--- src/rtl/genius_game_ctrl.sv ---
// -----------------------------------------------------------------------------
// genius_game_ctrl -- two-player "Genius" (Simon) memory game controller.
//
// Each round appends one pseudo-random color to the sequence, replays the whole
// sequence on outcolor (SHOW_CYCLES on, GAP_CYCLES blank per color), then waits
// for the active player to repeat it on btn_valid/btn_color. A fully correct
// round scores for the active player and hands the turn over; a wrong press or
// an idle timeout ends the game. Filling all MAX_LEN entries wins the game.
//
// Ports:
//   clk, rst_n            clock, asynchronous active-low reset
//   start                 pulse: new game (honoured in IDLE/OVER/WIN only)
//   btn_valid, btn_color  user press strobe and one-hot color (G,Y,R,B)
//   outcolor              one-hot color shown / echoed, 0 when blank
//   ready, busy           awaiting input / game in progress
//   correct, error        one-cycle round-complete / game-over pulses
//   player                active player (0 = P1, 1 = P2)
//   score_p1, score_p2    per-player completed rounds (saturating)
//   seq_len, user_pos     current sequence length / next expected index
// All outputs are registered.
// -----------------------------------------------------------------------------
module genius_game_ctrl #(
    parameter int MAX_LEN        = 32,
    parameter int SHOW_CYCLES    = 4,
    parameter int GAP_CYCLES     = 2,
    parameter int TIMEOUT_CYCLES = 64
) (
    input  logic       clk,
    input  logic       rst_n,
    input  logic       start,
    input  logic       btn_valid,
    input  logic [3:0] btn_color,
    output logic [3:0] outcolor,
    output logic       ready,
    output logic       busy,
    output logic       correct,
    output logic       error,
    output logic       player,
    output logic [7:0] score_p1,
    output logic [7:0] score_p2,
    output logic [5:0] seq_len,
    output logic [4:0] user_pos
);

    localparam int          IDX_W     = (MAX_LEN > 1) ? $clog2(MAX_LEN) : 1;
    localparam logic [5:0]  MAX_LEN_V = 6'(MAX_LEN);
    localparam logic [15:0] SHOW_LAST = 16'(SHOW_CYCLES - 1);
    localparam logic [15:0] GAP_LAST  = 16'(GAP_CYCLES - 1);
    localparam logic [15:0] TMO_LAST  = 16'(TIMEOUT_CYCLES - 1);

    typedef enum logic [2:0] {
        S_IDLE, S_ADD, S_SHOW, S_GAP, S_WAIT_IN, S_OVER, S_WIN
    } state_e;

    state_e      state_q, state_d;
    logic [15:0] lfsr_q, lfsr_d;
    logic [1:0]  mem_q [MAX_LEN];
    logic [1:0]  mem_d [MAX_LEN];
    logic [5:0]  seq_len_q, seq_len_d;
    logic [4:0]  show_idx_q, show_idx_d;
    logic [4:0]  user_pos_q, user_pos_d;
    logic [15:0] cnt_q, cnt_d;
    logic [15:0] tmo_q, tmo_d;
    logic        player_q, player_d;
    logic [7:0]  score_p1_q, score_p1_d;
    logic [7:0]  score_p2_q, score_p2_d;
    logic [3:0]  outcolor_q, outcolor_d;
    logic        ready_q, ready_d;
    logic        busy_q, busy_d;
    logic        correct_q, correct_d;
    logic        error_q, error_d;
    logic [5:0]  last_idx;

    function automatic logic [3:0] onehot(input logic [1:0] code);
        return 4'b0001 << code;
    endfunction

    // State register: every register of the block, outputs included.
    // NOTE: sequential state uses non-blocking (<=) so all registers update
    // together from the values present before the edge.
    always_ff @(posedge clk or negedge rst_n) begin
        if (!rst_n) begin
            state_q    <= S_IDLE;
            lfsr_q     <= 16'hACE1;
            // NOTE: the sequence memory is reset too, so a replay can never
            // show stale colors from before a reset.
            for (int i = 0; i < MAX_LEN; i++) mem_q[i] <= 2'd0;
            seq_len_q  <= '0;
            show_idx_q <= '0;
            user_pos_q <= '0;
            cnt_q      <= '0;
            tmo_q      <= '0;
            player_q   <= 1'b0;
            score_p1_q <= '0;
            score_p2_q <= '0;
            outcolor_q <= '0;
            ready_q    <= 1'b0;
            busy_q     <= 1'b0;
            correct_q  <= 1'b0;
            error_q    <= 1'b0;
        end else begin
            state_q    <= state_d;
            lfsr_q     <= lfsr_d;
            mem_q      <= mem_d;
            seq_len_q  <= seq_len_d;
            show_idx_q <= show_idx_d;
            user_pos_q <= user_pos_d;
            cnt_q      <= cnt_d;
            tmo_q      <= tmo_d;
            player_q   <= player_d;
            score_p1_q <= score_p1_d;
            score_p2_q <= score_p2_d;
            outcolor_q <= outcolor_d;
            ready_q    <= ready_d;
            busy_q     <= busy_d;
            correct_q  <= correct_d;
            error_q    <= error_d;
        end
    end

    // Next-state and datapath logic.
    always_comb begin
        // NOTE: every signal gets a hold/default value first, so no path
        // through the case below can infer a latch.
        state_d    = state_q;
        mem_d      = mem_q;
        seq_len_d  = seq_len_q;
        show_idx_d = show_idx_q;
        user_pos_d = user_pos_q;
        cnt_d      = cnt_q;
        tmo_d      = tmo_q;
        player_d   = player_q;
        score_p1_d = score_p1_q;
        score_p2_d = score_p2_q;
        correct_d  = 1'b0;
        error_d    = 1'b0;
        last_idx   = seq_len_q - 6'd1;
        // Fibonacci taps 16,14,13,11 expressed on the right-shifting register.
        lfsr_d     = {lfsr_q[0] ^ lfsr_q[2] ^ lfsr_q[3] ^ lfsr_q[5], lfsr_q[15:1]};

        unique case (state_q)
            S_IDLE, S_OVER, S_WIN: begin
                if (start) begin
                    score_p1_d = '0;
                    score_p2_d = '0;
                    seq_len_d  = '0;
                    player_d   = 1'b0;
                    state_d    = S_ADD;
                end
            end
            S_ADD: begin
                mem_d[seq_len_q[IDX_W-1:0]] = lfsr_q[1:0];
                seq_len_d  = seq_len_q + 6'd1;
                show_idx_d = '0;
                cnt_d      = '0;
                state_d    = S_SHOW;
            end
            S_SHOW: begin
                if (cnt_q == SHOW_LAST) begin
                    cnt_d   = '0;
                    state_d = S_GAP;
                end else begin
                    cnt_d = cnt_q + 16'd1;
                end
            end
            S_GAP: begin
                if (cnt_q == GAP_LAST) begin
                    cnt_d = '0;
                    if ({1'b0, show_idx_q} < last_idx) begin
                        show_idx_d = show_idx_q + 5'd1;
                        state_d    = S_SHOW;
                    end else begin
                        user_pos_d = '0;
                        tmo_d      = '0;
                        state_d    = S_WAIT_IN;
                    end
                end else begin
                    cnt_d = cnt_q + 16'd1;
                end
            end
            S_WAIT_IN: begin
                // A press always wins over the timeout in the same cycle.
                if (btn_valid) begin
                    if (btn_color == onehot(mem_q[user_pos_q[IDX_W-1:0]])) begin
                        if ({1'b0, user_pos_q} < last_idx) begin
                            user_pos_d = user_pos_q + 5'd1;
                            tmo_d      = '0;
                        end else begin
                            correct_d = 1'b1;
                            if (!player_q && score_p1_q != 8'hFF) score_p1_d = score_p1_q + 8'd1;
                            if ( player_q && score_p2_q != 8'hFF) score_p2_d = score_p2_q + 8'd1;
                            player_d = ~player_q;
                            state_d  = (seq_len_q == MAX_LEN_V) ? S_WIN : S_ADD;
                        end
                    end else begin
                        error_d = 1'b1;
                        state_d = S_OVER;
                    end
                end else if (tmo_q == TMO_LAST) begin
                    error_d = 1'b1;
                    state_d = S_OVER;
                end else begin
                    tmo_d = tmo_q + 16'd1;
                end
            end
            default: state_d = S_IDLE;
        endcase
    end

    // Output logic: computed from the next state so the registered outputs
    // line up with the state they describe. mem_d is read so a color written
    // in ADD is visible on the very first SHOW cycle.
    always_comb begin
        outcolor_d = '0;
        if (state_q == S_WAIT_IN && btn_valid) begin
            outcolor_d = btn_color;
        end else if (state_d == S_SHOW) begin
            outcolor_d = onehot(mem_d[show_idx_d[IDX_W-1:0]]);
        end
        ready_d = (state_d == S_WAIT_IN);
        busy_d  = !(state_d inside {S_IDLE, S_OVER, S_WIN});
    end

    assign outcolor = outcolor_q;
    assign ready    = ready_q;
    assign busy     = busy_q;
    assign correct  = correct_q;
    assign error    = error_q;
    assign player   = player_q;
    assign score_p1 = score_p1_q;
    assign score_p2 = score_p2_q;
    assign seq_len  = seq_len_q;
    assign user_pos = user_pos_q;

endmodule
--- config.mk ---
export PLATFORM = sky130hd
export DESIGN_NAME = genius_game_ctrl
export DESIGN_NICKNAME = d
export VERILOG_FILES = /design/src/rtl/genius_game_ctrl.sv
export SDC_FILE = /design/constraint.sdc
export NUM_CORES = 1
export LEC_CHECK = 0
export ABC_CLOCK_PERIOD_IN_PS = 10900
export BUFFER_PORTS_ARGS = -buffer_cell sky130_fd_sc_hd__buf_2
export CORE_ASPECT_RATIO = 1.2
export CORE_MARGIN = 2
export CORE_UTILIZATION = 60
export DETAILED_ROUTE_END_ITERATION = 7
export PLACE_DENSITY = 0.78
export SLEW_MARGIN = 10
export SYNTH_ARGS = -nofsm -noshare
export SYNTH_HDL_FRONTEND = slang
export SYNTH_SLANG_ARGS = --single-unit
export TNS_END_PERCENT = 100
--- constraint.sdc ---
create_clock -name clk -period 10.9 [get_ports clk]
set_input_delay 2.18 -clock clk [delete_from_list [all_inputs] [get_ports clk]]
set_output_delay 2.18 -clock clk [all_outputs]
set_load 0.01 [all_outputs]
* Word-level counts from Yosys, hierarchy flattened
Index checks and enable logic that the tools add are counted.
** Cells by class
- Equality and inequality tests :: 29
- Bitwise gates (word level) :: 7
- Order comparisons :: 6
- Mux-type cells :: 67
- Reduce and logical (&&, ||, !) cells :: 20
- Shift-type cells :: 2
- Add/sub/neg operators :: 8
** Operators with widths (count)
- $mux W16 :: 8
- $mux W8 :: 9
- $bwmux W64 :: 1
- $mux W64 :: 1
- $pmux W16 S3 :: 1
- $mux W5 :: 7
- $add A16 B1 Y16 const B :: 2
- $pmux W16 S2 :: 1
- $pmux W8 S2 :: 2
- $mux W3 :: 9
- $reduce_and A6 Y1 :: 4
- $bmux W2 S5 :: 2
- $pmux W5 S2 :: 2
- $eq A3 B3 Y1 const B :: 6
- $ge A6 B6 Y1 const B :: 3
- $ne A2 B2 Y1 const B :: 9
- $not A5 Y6 :: 3
- $add A8 B1 Y8 const B :: 2
- $eq A16 B1 Y1 const B :: 1
- $eq A16 B2 Y1 const B :: 1
- $eq A16 B6 Y1 const B :: 1
- $ne A8 B8 Y1 const B :: 2
- $pmux W3 S5 :: 1
- $lt A5 B6 Y1 :: 2
- 27 further kinds :: 59
** Storage, ports and cells
- Input bits :: 8
- Register bits after elaboration :: 156
- Logic and storage cells :: 186
- Output and inout bits :: 36

* Logic depth before layout (Yosys ltp)
Gate-level depths: netlist (run 1).
- Word-level depth :: 13
- Mapped depth :: 18
- Gate-level depth less buffers :: 17

* Least setup slack after synthesis (run 1)
No wires, ideal clock.
- Path type :: register to register
- Start point :: register seq_len_q[0] (netlist: seq_len[0])
- End point :: register outcolor_q[0] (netlist: outcolor[0])
- Path slack :: 6582 ps
- Cell stages (with the launch flop) :: 17
- Period minus slack after synthesis :: 4318 ps
- Buffers on the path :: 2
- Required time :: 10832 ps
- Data arrival time :: 4251 ps
- Library setup time :: 68 ps
- Path through :: dfrtp_1 clkbuf_1 inv_1 ha_1 xnor2_1 ha_1 a21oi_1 a311oi_1 a211oi_2 nor2_1 o31ai_4 buf_2 mux2_2 a221oi_1 o22ai_1 a221oi_1 a32o_1
** On the way
- Cells in the longest elaborated chain, start to end :: 13
- Elaborated cells on any way between the ends :: 30
- Those cells by class :: add/sub (1); order compare (4); eq/ne (2); shift (1); mux (19); bitwise (2); reduce/logical (1)
** Ends and longest elaborated chain
- start, declared :: line 59 : logic [5:0] seq_len_q, seq_len_d;
- start signal, assigned :: line 105 : seq_len_q <= seq_len_d;
- parallel branches: the longest is 11 deep, another holds $sub A6 B1 Y6
- $mux W4 (*) :: line 217 : end else if (state_d == S_SHOW) begin
- $mux W4 (*) :: line 215 : if (state_q == S_WAIT_IN && btn_valid) begin
- via outcolor_d[0] :: line 67 : logic [3:0] outcolor_q, outcolor_d;
- end signal, assigned :: line 113 : outcolor_q <= outcolor_d;
- end, declared :: line 67
Mark *: on every way through the listed nets, which the timed path passes. The select of a mux whose other input is x is not followed.
A chain may end at the register's enable or synchronous reset.

* Worst setup path in the final report (run 1)
- Start point :: register seq_len_q[0] (netlist: seq_len[0])
- End point :: register outcolor_q[2] (netlist: outcolor[2])
Same word-level chain as after synthesis.

==> results of run 1 <==
Yosys cell counts (all sizes together), types with 3 or more instances:
cell type,n
dfstp,8
nor2b,6
nor4,6
nand3,30
ha,18
a31oi,4
o211ai,12
nand3b,4
nor3,11
nor3b,6
and4,4
buf,11
nor2,74
inv,25
nand2,70
a221oi,4
o21ai,49
o21a,7
o22ai,8
nand2b,12
o31ai,8
clkbuf,29
xor2,23
a21oi,16
and3,23
nand4,12
or2,6
a211oi,6
mux2i,40
a32o,3
xnor2,10
dfrtp,148
mux2,70
and2,10
mux4,20
metal layers:
metal	track usage, %	vias to the layer above
met2	49.17	225
met5	0	-
met1	33.60	3242
li1	-	3006
met4	15.65	0
met3	5.906	72
cell usage in the layout (no fill, tap or decap), types with 5 or more instances in the layout:
master / instances
a211oi_1: 5
mux2_2: 70
and3_1: 23
nor2b_1: 6
xor2_1: 23
nand4_1: 12
o211ai_1: 12
nand3_1: 30
nand2_1: 70
nor3_1: 10
a21oi_1: 16
mux2i_1: 39
nor4_1: 5
nor3b_1: 5
nor2_1: 74
inv_1: 24
xnor2_1: 10
o22ai_1: 8
clkbuf_16: 17
o21ai_0: 46
dfrtp_1: 148
o31ai_1: 7
and2_1: 9
buf_2: 42
or2_2: 5
ha_1: 18
nand2b_1: 12
mux4_2: 20
o21a_1: 7
dfstp_2: 8
layout make-up:
cell class	count	area, sq um	area share, %
inverters	26	97.59	1.020
flip-flops and latches	156	3914	40.89
clock buffers	20	446.7	4.667
clock inverters	12	185.2	1.935
multi-input cells	596	4458	46.58
repair buffers	47	251.5	2.627
well taps	175	219.0	2.288
through the flow:
step	instances	utilization [%]	cell area, sq um	hold WS [ns]
after floorplan	818	-	8643	0.3312
after global placement	1000	62.81	8940	0.3410
after detailed placement	1000	62.81	8940	0.3371
after CTS	1032	67.25	9572	0.3557
after global routing	1032	67.25	9572	0.3587
final	1032	67.25	9572	0.3556
logic make-up (layout without fill, tap and decap cells):
kind of cell	after synthesis	in the layout	share of synthesized area, %
AND/OR/NAND/NOR	282	282	16.33
flip-flops	156	156	45.28
AO/OA/AOI/OAI	133	133	10.13
multiplexers	130	130	19.11
buffers and inverters	66	105	3.199
XOR/XNOR	33	33	3.344
adder cells (fa/ha/maj)	18	18	2.606
flip-flops by register name (all words and copies together) (netlist names), 5 cells and up:
register and count:
user_pos 5, cnt_q 16, score_p1 8, tmo_q 16
score_p2 8, show_idx_q 5, mem_q 64, seq_len 6
lfsr_q 16
final timing paths:
check / cells after the start / end / slack (ns) / startpoint
worst max-delay path: 15 / outcolor[2]$_DFF_PN0_ / 6.03 / seq_len[0]$_DFFE_PN0P_
worst min-delay path: 0 / lfsr_q[11]$_DFF_PN1_ / 0.36 / lfsr_q[12]$_DFF_PN0_
worst max register to register: 15 / outcolor[2]$_DFF_PN0_ / 6.03 / seq_len[0]$_DFFE_PN0P_
worst min register to register: 0 / lfsr_q[11]$_DFF_PN1_ / 0.36 / lfsr_q[12]$_DFF_PN0_
max in group asynchronous: 2 / lfsr_q[9]$_DFF_PN0_ / 7.67 / rst_n
min in group asynchronous: 1 / cnt_q[11]$_DFFE_PN0P_ / 1.75 / rst_n
power groups by stage:
stage | clock [mW] | sequential [mW] | combinational [mW]
CTS | 0.644 | 0.579 | 0.0168
global placement | 0 | 0.590 | 0.0160
finish | 0.638 | 0.579 | 0.0159
global route | 0.668 | 0.579 | 0.0186
detailed placement | 0 | 0.590 | 0.0168
floorplan | 0 | 0.590 | 0.00181
==> flow_metrics.tcl, run 1 <==
set metrics [dict create \
    die_footprint_sq_um 15390 \
    end_kind "flip-flop" \
    grt_start_max_net_pins 81 \
    area_added_between_synthesis_and_finish_pct 10.74 \
    detail_route.first_pass.iterations 7 \
    finalWorstPathRequiredPeriod_ns 4.866 \
    sequentialPowerShare_pct 47.0 \
    worstPathCellList "inv_1, ha_1, xnor2_1, ha_1, a21oi_1, a311oi_1, a211oi_2, nor2_1, o31ai_4, buf_4, mux2_2, a221oi_1, o22ai_1, a221oi_1, a32o_1" \
    drt_iter0_drc 500 \
    timing_worst_setup_path_type "flip-flop to flip-flop" \
    p_clk_share_pct 51.8 \
    slew_violations 0 \
    slew_headroom_pct 22.25 \
    final_nets 870 \
    post_synth_num_cell_types 68 \
    dr_wl_met3_microns 987 \
    avgViaCountPerCell 6.342 \
    worst-endpoint-required_ns 11.28 \
    cts_inserted_buffers 17 \
    grt_remaining_overflow 0 \
    clockRootBuffer "clkbuf_16" \
    ctsResizeCount 0 \
    worst_path_dominant_cell_family "compound AO/OA/AOI/OAI gates" \
    ys_seq_elements 156 \
    power.share.combinational_pct 1.3 \
    ys.warnings.count 0 \
    async_flop_share_pct 100.0 \
    route.detailed.drc 0 \
    io-pin-count 44 \
    gpl.final_weighted_congestion 0.8986 \
    num_antenna_cells 0 \
    cts.repair_timing.setup_buffer_count 0 \
    grt_antenna_before_repair 0 \
    cell_internal_pwr_uw 972.8 \
    route.final.wire_length_microns 21020 \
    max-vdd-ir-drop_mv 0.1095 \
    route.layer.met1.wl_microns 8407 \
    num_rows 48 \
    timing.final.hold_violations 0 \
    post-dp-hpwl_microns 14560 \
    status "finished, final reports clean" \
    clock_latency_ns 0.44 \
    synth_top_cells_by_area "dfrtp_1, mux2_2, mux4_2" \
    dr_total_vias 6545 \
    drive_above_1_share_pct 22.29 \
    clkSlewWorstSetupHoldPaths_ns 0.06 \
    initial_utilization_pct 60.72 \
    post_cts_hold_buffer_count 0 \
    timing.critical_path.slowest_cell_delay_ns 0.55 \
    post_synthesis_instance_area_sq_um 8643 \
    post-synth-top-area-fraction_pct 42.85 \
    route.top_layer_used "met4" \
    cpMaxStageDelayCell "dfrtp_1" \
    yosys.area.top_type "dfrtp_1" \
    gr-usage-all-layers_pct 28.61 \
    report.final.setup_viol 0 \
    tns_ns 0 \
    postSynthNetCount 844 \
    rsz0062_at_grt "false" \
    final.fill_count 1056 \
    grt_first_pass_wirelength_microns 33730 \
    core_region_area_sq_um 14230 \
    hold_path_class "flip-flop to flip-flop" \
    crit_fanout 34 \
    routedWlPerCell_microns 20.37 \
    number_of_enable_flip_flop_cells_after_synthesis 0 \
    critPathLaunchType "flip-flop" \
    cts-htree-levels 4 \
    cts.sink_count 156 \
    synth_cells 818 \
    fin_ws_ns 6.034 \
    synth_sequential_area_ratio_pct 45.28 \
    power.density_nw_per_um2 128.9 \
    buffer_ports.inserted 43 \
    fmax_mhz 205.5 \
    cts_tree "done" \
    vias_in_the_first_global_route 6583 \
    amount_of_wire_on_met2_after_detailed_routing_microns 10670 \
    synth_ff_type "dfrtp_1" \
    crit_buf_inv 2 \
    antenna_violating_nets_post_route 0 \
    sw_frac_of_total_pct 21.13 \
    placement_stage_worst_setup_slack_ns 6.063 \
    fp.dieH_microns 135.5 \
    total_leakage_power_nw 4.612 \
    clock_skew_ns 0.01064 \
    timing.final.crit_share_pct 44.64 \
    total_switching_power_uw 260.6 \
    tightestPinTransition_ns 1.162 \
    die_wd_microns 113.6 \
    totalPowerFinal_mw 1.233 \
    drv.max_cap_violation_count 0 \
    wp_data_arrival_ns 5.24 \
    postSynthAreaPerCell_sq_um 10.57 \
    number_of_buffers_on_the_longest_clock_path 2 \
]
Note: power is estimated with default switching activity, not from simulation.
==> inputs of run 2 (changes only) <==
--- a/config.mk
+++ b/config.mk
@@ -5,7 +5,8 @@
 export SDC_FILE = /design/constraint.sdc
 export NUM_CORES = 1
 export LEC_CHECK = 0
-export ABC_CLOCK_PERIOD_IN_PS = 10900
+export ABC_AREA = 1
+export ABC_CLOCK_PERIOD_IN_PS = 5000
 export BUFFER_PORTS_ARGS = -buffer_cell sky130_fd_sc_hd__buf_2
 export CORE_ASPECT_RATIO = 1.2
 export CORE_MARGIN = 2
==> constraint.sdc (replaced) <==
create_clock -name clk -period 5 [get_ports clk]
set_input_delay 1 -clock clk [delete_from_list [all_inputs] [get_ports clk]]
set_output_delay 1 -clock clk [all_outputs]
set_load 0.01 [all_outputs]
==> flow_metrics.tcl, run 2 <==
set metrics [dict create \
    dr_total_vias 8468 \
    crit_fanout 29 \
    ctsResizeCount 0 \
    yosys.area.top_type "dfrtp_1" \
    grt_first_pass_wirelength_microns 39760 \
    cts-htree-levels 4 \
    synth_most_common_cell "nand2_1" \
    tns_ns 0 \
    finalWorstPathRequiredPeriod_ns 3.785 \
    cts_inserted_buffers 17 \
    synth_top_cells_by_count "nand2_1, inv_1, dfrtp_1" \
    end_kind "flip-flop" \
    synth_mux_area_share_pct 0 \
    power.share.combinational_pct 39.8 \
    antenna_violating_nets_post_route 0 \
    max-vdd-ir-drop_mv 0.2745 \
    grt_antenna_before_repair 0 \
    io-pin-count 44 \
    grt_remaining_overflow 0 \
    detail_route.first_pass.iterations 7 \
    number_of_buffers_on_the_longest_clock_path 2 \
    route.detailed.drc 0 \
    fp.dieH_microns 140.5 \
    compound_cell_area_share_of_the_yosys_netlist_pct 12.73 \
    hold_path_class "flip-flop to flip-flop" \
    slew_headroom_pct 29.62 \
    report.final.setup_viol 0 \
    synthXorXnorAreaFrac_pct 2.632 \
    synth_top_cells_by_area "dfrtp_1, nand2_1, inv_1" \
    final.fill_count 1328 \
    rsz0062_at_grt "false" \
    drt_iter0_drc 908 \
    grt_start_max_net_pins 88 \
    area_added_between_synthesis_and_finish_pct 8.998 \
    clock_skew_ns 0.008674 \
    cts.repair_timing.setup_buffer_count 0 \
    total_leakage_power_nw 5.430 \
    async_flop_share_pct 100.0 \
    layout.cells.most_common_list "nand2_1, inv_1, dfrtp_1, nand3_1, o21ai_0" \
    synth_ff_type "dfrtp_1" \
    max_flop_register "mem_q" \
    avgViaCountPerCell 5.664 \
    fmax_mhz 264.2 \
    number_of_enable_flip_flop_cells_after_synthesis 0 \
    post_synthesis_instance_area_sq_um 9316 \
    ys.warnings.count 0 \
    layout_cells_excl_fill 1495 \
    ys_seq_elements 156 \
    cell_internal_pwr_mw 2.758 \
    routedWlPerCell_microns 15.97 \
    cpMaxStageDelayCell "nand2_1" \
    critPathLaunchType "flip-flop" \
    sw_frac_of_total_pct 42.92 \
    synth_fa_ha_area_share_pct 2.417 \
    gr-usage-all-layers_pct 29.99 \
    timing.critical_path.slowest_cell_delay_ns 0.73 \
    sequentialPowerShare_pct 33.4 \
    drv.max_cap_violation_count 0 \
    clockRootBuffer "clkbuf_16" \
    die_footprint_sq_um 16540 \
    postSynthNetCount 1274 \
    timing.final.hold_violations 0 \
    timing_worst_setup_path_type "flip-flop to flip-flop" \
    fin_ws_ns 1.215 \
    cts.sink_count 156 \
    buffer_ports.inserted 43 \
    drive_above_1_share_pct 10.92 \
    core_region_area_sq_um 15080 \
    worst_path_dominant_cell_family "simple AND/OR/NAND/NOR gates" \
    slew_violations 0 \
    regArea_sq_um 3915 \
    gpl.final_weighted_congestion 0.9468 \
    timing.final.crit_share_pct 75.71 \
    final_nets 1304 \
    num_antenna_cells 0 \
    synth_sequential_area_ratio_pct 42.01 \
    num_rows 49 \
    worst-endpoint-required_ns 5.32 \
    post-dp-hpwl_microns 16740 \
    initial_utilization_pct 61.77 \
    power.density_nw_per_um2 475.8 \
    die_wd_microns 117.8 \
    wp_data_arrival_ns 4.11 \
    clock_latency_ns 0.43 \
    postSynthAreaPerCell_sq_um 7.465 \
    synth_top_family_by_area "simple AND/OR/NAND/NOR gates" \
    vias_in_the_first_global_route 8310 \
    crit_buf_inv 3 \
    post_synth_and_or_nand_nor_area_fraction_pct 28.07 \
    post_cts_hold_buffer_count 0 \
    largest_register_ffs 64 \
    post_synth_num_cell_types 48 \
    multi_input_comb_area_sq_um 4272 \
    p_clk_share_pct 26.8 \
    tightestPinTransition_ns 1.056 \
    route.final.wire_length_microns 23870 \
    clkSlewWorstSetupHoldPaths_ns 0.07 \
    worstPathCellList "nor2_4, inv_1, nor2_1, a21oi_1, ha_1, nand2_1, inv_1, nand2_1, nand2_1, nand2_2, nand3_1, nand2_1, nand2_1, nand3_1, nand3_1, nand3_1, nand3_1, nand2_1, inv_1, nand2_1, nand2_1" \
    post-synth-top-area-fraction_pct 39.75 \
    total_switching_power_mw 2.074 \
    critPathMostFrequentCell "nand2_1" \
    placed_cells_incl_taps 1463 \
    placement_stage_worst_setup_slack_ns 1.325 \
    status "finished, final reports clean" \
    final_util_pct 67.33 \
    synth_cells 1248 \
    most_frequent_standard_cell_in_the_layout_excluding_fill_and_tap_cells "nand2_1" \
    cts_tree "done" \
]
## run 2: cell count changes in the layout (fill, tap and decap cells not counted), sizes merged, moves of 11 or more
cell	delta
and3	-22
mux2i	-40
inv	+208
nand2b	-12
o21ai	+75
mux2	-70
nand3	+95
mux4	-20
nor3	+11
a21oi	+11
nand2	+262
## run 2: kinds of logic after synthesis
group	Yosys count
xor gates and xnor gates	28
AOI/OAI and AO/OA	202
adders and majority gates	18
DFF	156
and+or+nand+nor	580
buffers and inverters	264
## run 2: area by class of cell
class	count	share of cell area, %
flip-flops and latches	156	38.55
well taps	204	2.514
repair buffers	49	2.624
clock inverters	15	1.651
clock buffers	17	4.189
inverters	226	8.403
multi-input cells	828	42.07
## run 2: final timing paths
| kind | cells after the start | start | slack [ns] | endpoint |
|---|---|---|---|---|
| max in group asynchronous | 2 | rst_n | 3.37 | mem_q[11]$_DFF_PN0_ |
| hold reg to reg | 0 | lfsr_q[12]$_DFF_PN0_ | 0.35 | lfsr_q[11]$_DFF_PN1_ |
| setup / recovery | 21 | seq_len[2]$_DFFE_PN0P_ | 1.21 | outcolor[3]$_DFF_PN0_ |
| setup reg to reg | 21 | seq_len[2]$_DFFE_PN0P_ | 1.21 | outcolor[3]$_DFF_PN0_ |
| hold / removal | 0 | lfsr_q[12]$_DFF_PN0_ | 0.35 | lfsr_q[11]$_DFF_PN1_ |
| min in group asynchronous | 1 | rst_n | 0.61 | cnt_q[9]$_DFFE_PN0P_ |
## run 2: layer usage
| metal | wire length [microns] | track usage (%) | vias up |
|---|---|---|---|
| met2 | 11480 | 48.96 | 349 |
| li1 | - | - | 4065 |
| met3 | 1570 | 5.619 | 99 |
| met5 | 0 | 0 | - |
| met1 | 9644 | 37.49 | 3955 |
| met4 | 1173 | 17.18 | 0 |
## run 2: stage by stage
stage	power (mW)	area (sq um)	hold slack [ns]
detailed placement	3.503	9562	0.3375
CTS	4.821	10150	0.3554
finish	4.831	10150	0.3522
floorplan	3.101	9316	0.3312
global route	5.186	10150	0.3647
global placement	3.461	9562	0.3350
## run 2: power by group through the flow
stage	logic [mW]	registers [mW]	clock network (mW)
floorplan	1.52	1.58	0
global placement	1.84	1.62	0
detailed placement	1.87	1.63	0
CTS	1.90	1.61	1.31
global route	2.18	1.64	1.37
finish	1.92	1.61	1.30
==> inputs of run 3 (changes only) <==
--- a/config.mk
+++ b/config.mk
@@ -6,7 +6,7 @@
 export NUM_CORES = 1
 export LEC_CHECK = 0
 export ABC_AREA = 1
-export ABC_CLOCK_PERIOD_IN_PS = 5000
+export ABC_CLOCK_PERIOD_IN_PS = 3600
 export BUFFER_PORTS_ARGS = -buffer_cell sky130_fd_sc_hd__buf_2
 export CORE_ASPECT_RATIO = 1.2
 export CORE_MARGIN = 2
==> constraint.sdc (replaced) <==
create_clock -name clk -period 3.6 [get_ports clk]
set_input_delay 0.72 -clock clk [delete_from_list [all_inputs] [get_ports clk]]
set_output_delay 0.72 -clock clk [all_outputs]
set_load 0.01 [all_outputs]
==> flow_metrics.tcl, run 3 (same netlist as run 2, synthesis figures left out) <==
set metrics [dict create \
    status "finished, final reports clean" \
    routedWlPerCell_microns 16.13 \
    total_leakage_power_nw 5.511 \
    clock_latency_ns 0.43 \
    fp.dieH_microns 140.5 \
    grt_antenna_before_repair 0 \
    area_added_between_synthesis_and_finish_pct 10.77 \
    wp_data_arrival_ns 3.68 \
    final_area_sq_um 10320 \
    worst_setup_slack_for_register_to_register_paths_ns 0.29 \
    drt_iter0_drc 760 \
    clock_skew_ns 0.008652 \
    detail_route.first_pass.iterations 6 \
    max-vdd-ir-drop_mv 0.3938 \
    gr-usage-all-layers_pct 30.51 \
    route.final.wire_length_microns 24370 \
    slew_violations 0 \
    gpl.final_weighted_congestion 1.013 \
    route.detailed.drc 0 \
    layout.cells.most_common_list "nand2_1, inv_1, dfrtp_1, nand3_1, o21ai_0" \
    num_rows 49 \
    die_footprint_sq_um 16540 \
    timing.final.hold_violations 0 \
    report.final.setup_viol 0 \
    buffer_ports.inserted 43 \
    tightestPinTransition_ns 1.020 \
    grt_first_pass_wirelength_microns 40140 \
    clkSlewWorstSetupHoldPaths_ns 0.06 \
    avgViaCountPerCell 5.629 \
    num_antenna_cells 0 \
    grt_start_max_net_pins 84 \
    timing_worst_setup_path_type "flip-flop to flip-flop" \
    final_nets 1320 \
    largest_register_ffs 64 \
    antenna_violating_nets_post_route 0 \
    core_region_area_sq_um 15080 \
    grt_remaining_overflow 0 \
    crit_fanout 14 \
    drive_above_1_share_pct 12.32 \
    timing.final.crit_share_pct 91.84 \
    critPathLaunchType "flip-flop" \
    end_kind "flip-flop" \
    cts_tree "done" \
    worst-endpoint-required_ns 3.97 \
    vias_in_the_first_global_route 8268 \
    die_wd_microns 117.8 \
    fmax_mhz 302.5 \
    slew_headroom_pct 32.01 \
    clockRootBuffer "clkbuf_16" \
    dr_total_vias 8506 \
    hold_path_class "input port to async pin" \
    finalWorstPathRequiredPeriod_ns 3.306 \
    final.fill_count 1318 \
    io-pin-count 44 \
    fin_ws_ns 0.2938 \
    most_frequent_standard_cell_in_the_layout_excluding_fill_and_tap_cells "nand2_1" \
    final_util_pct 68.43 \
    power.density_nw_per_um2 669.1 \
    cts-htree-levels 4 \
    cts.sink_count 156 \
    number_of_buffers_on_the_longest_clock_path 2 \
    post-dp-hpwl_microns 17130 \
    cts_inserted_buffers 17 \
    drv.max_cap_violation_count 0 \
    tns_ns 0 \
    placed_cell_area_sq_um 9687 \
    initial_utilization_pct 61.77 \
    placement_stage_worst_setup_slack_ns 0.1233 \
    rsz0062_at_grt "false" \
    max_flop_register "mem_q" \
]
[run 3: cell count changes in the layout (fill, tap and decap cells not counted), sizes merged]
cell | before | now
inv | 236 | 228
bufinv | 1 | 2
clkbuf | 17 | 21
nand2 | 332 | 333
buf | 49 | 64
clkinv | 2 | 5
[run 3: repair_timing]
| action | in CTS | in global routing |
|---|---|---|
| setup buffers | 0 | 0 |
| gates resized for setup | 0 | 7 |
| hold endpoints to repair | 0 | 0 |
| hold buffers | 0 | 0 |
| endpoints found under the setup margin | 0 | 4 |
[run 3: through the flow]
step           std cells  power (mW)  hold slack [ns]
4_1_cts             1510       6.829           0.3536
3_5_place_dp        1478       4.998           0.3395
5_1_grt             1511       7.388           0.3566
2_1_floorplan       1248       4.307           0.3312
6_report            1511       6.905           0.3126
3_3_place_gp        1478       4.932           0.3343
[run 3: layout make-up]
type	instances	area, sq um	area share (%)
Clock buffer	21	460.4	4.462
Clock inverter	11	136.4	1.322
Inverter	226	853.3	8.269
Multi-Input combinational cell	829	4307	41.73
Sequential cell	156	3916	37.95
Tap cell	204	255.2	2.473
Timing Repair Buffer	64	391.6	3.795
[run 3: worst paths after layout]
path,cells past startpoint,from,endpoint
min in group clk,0,lfsr_q[12]$_DFF_PN0_,lfsr_q[11]$_DFF_PN1_
max in group asynchronous,2,rst_n,user_pos[0]$_DFFE_PN0P_
setup reg to reg,22,seq_len[1]$_DFFE_PN0P_,outcolor[1]$_DFF_PN0_
setup / recovery,22,seq_len[1]$_DFFE_PN0P_,outcolor[1]$_DFF_PN0_
hold reg to reg,0,lfsr_q[12]$_DFF_PN0_,lfsr_q[11]$_DFF_PN1_
hold / removal,1,rst_n,cnt_q[8]$_DFFE_PN0P_
[run 3: power by group]
| part | switching (mW) | internal, mW |
|---|---|---|
| registers | 0.185 | 2.02 |
| logic | 1.98 | 0.915 |
| clock network | 0.736 | 1.07 |
| total | 2.90 | 4.00 |
[run 3: critical path, cell delays in order, from the launching register on]
cell and delay (ns):
dfrtp_1 0.45, inv_1 0.16, ha_1 0.34, ha_1 0.27
o21ai_0 0.08, nand2_1 0.07, nand2_1 0.06, nand3_1 0.07
nand2_1 0.06, nand2_1 0.06, nand2_2 0.17, nand2_4 0.10
nand2_2 0.23, nand2_4 0.19, nand2_1 0.10, nand3_1 0.08
nand3_1 0.12, nand3_1 0.11, nand3_1 0.11, nand2_1 0.12
nor2_2 0.14, nand2_1 0.08, nand2_1 0.06
[run 3: metal layers]
layer  vias up  global-route usage (%)  wire (microns)
met4         0                   16.11            1184
li1       4109                       -               -
met3        98                   5.252            1574
met1      3975                   37.35            9697
met2       324                   51.71           11910
met5         -                       0               0
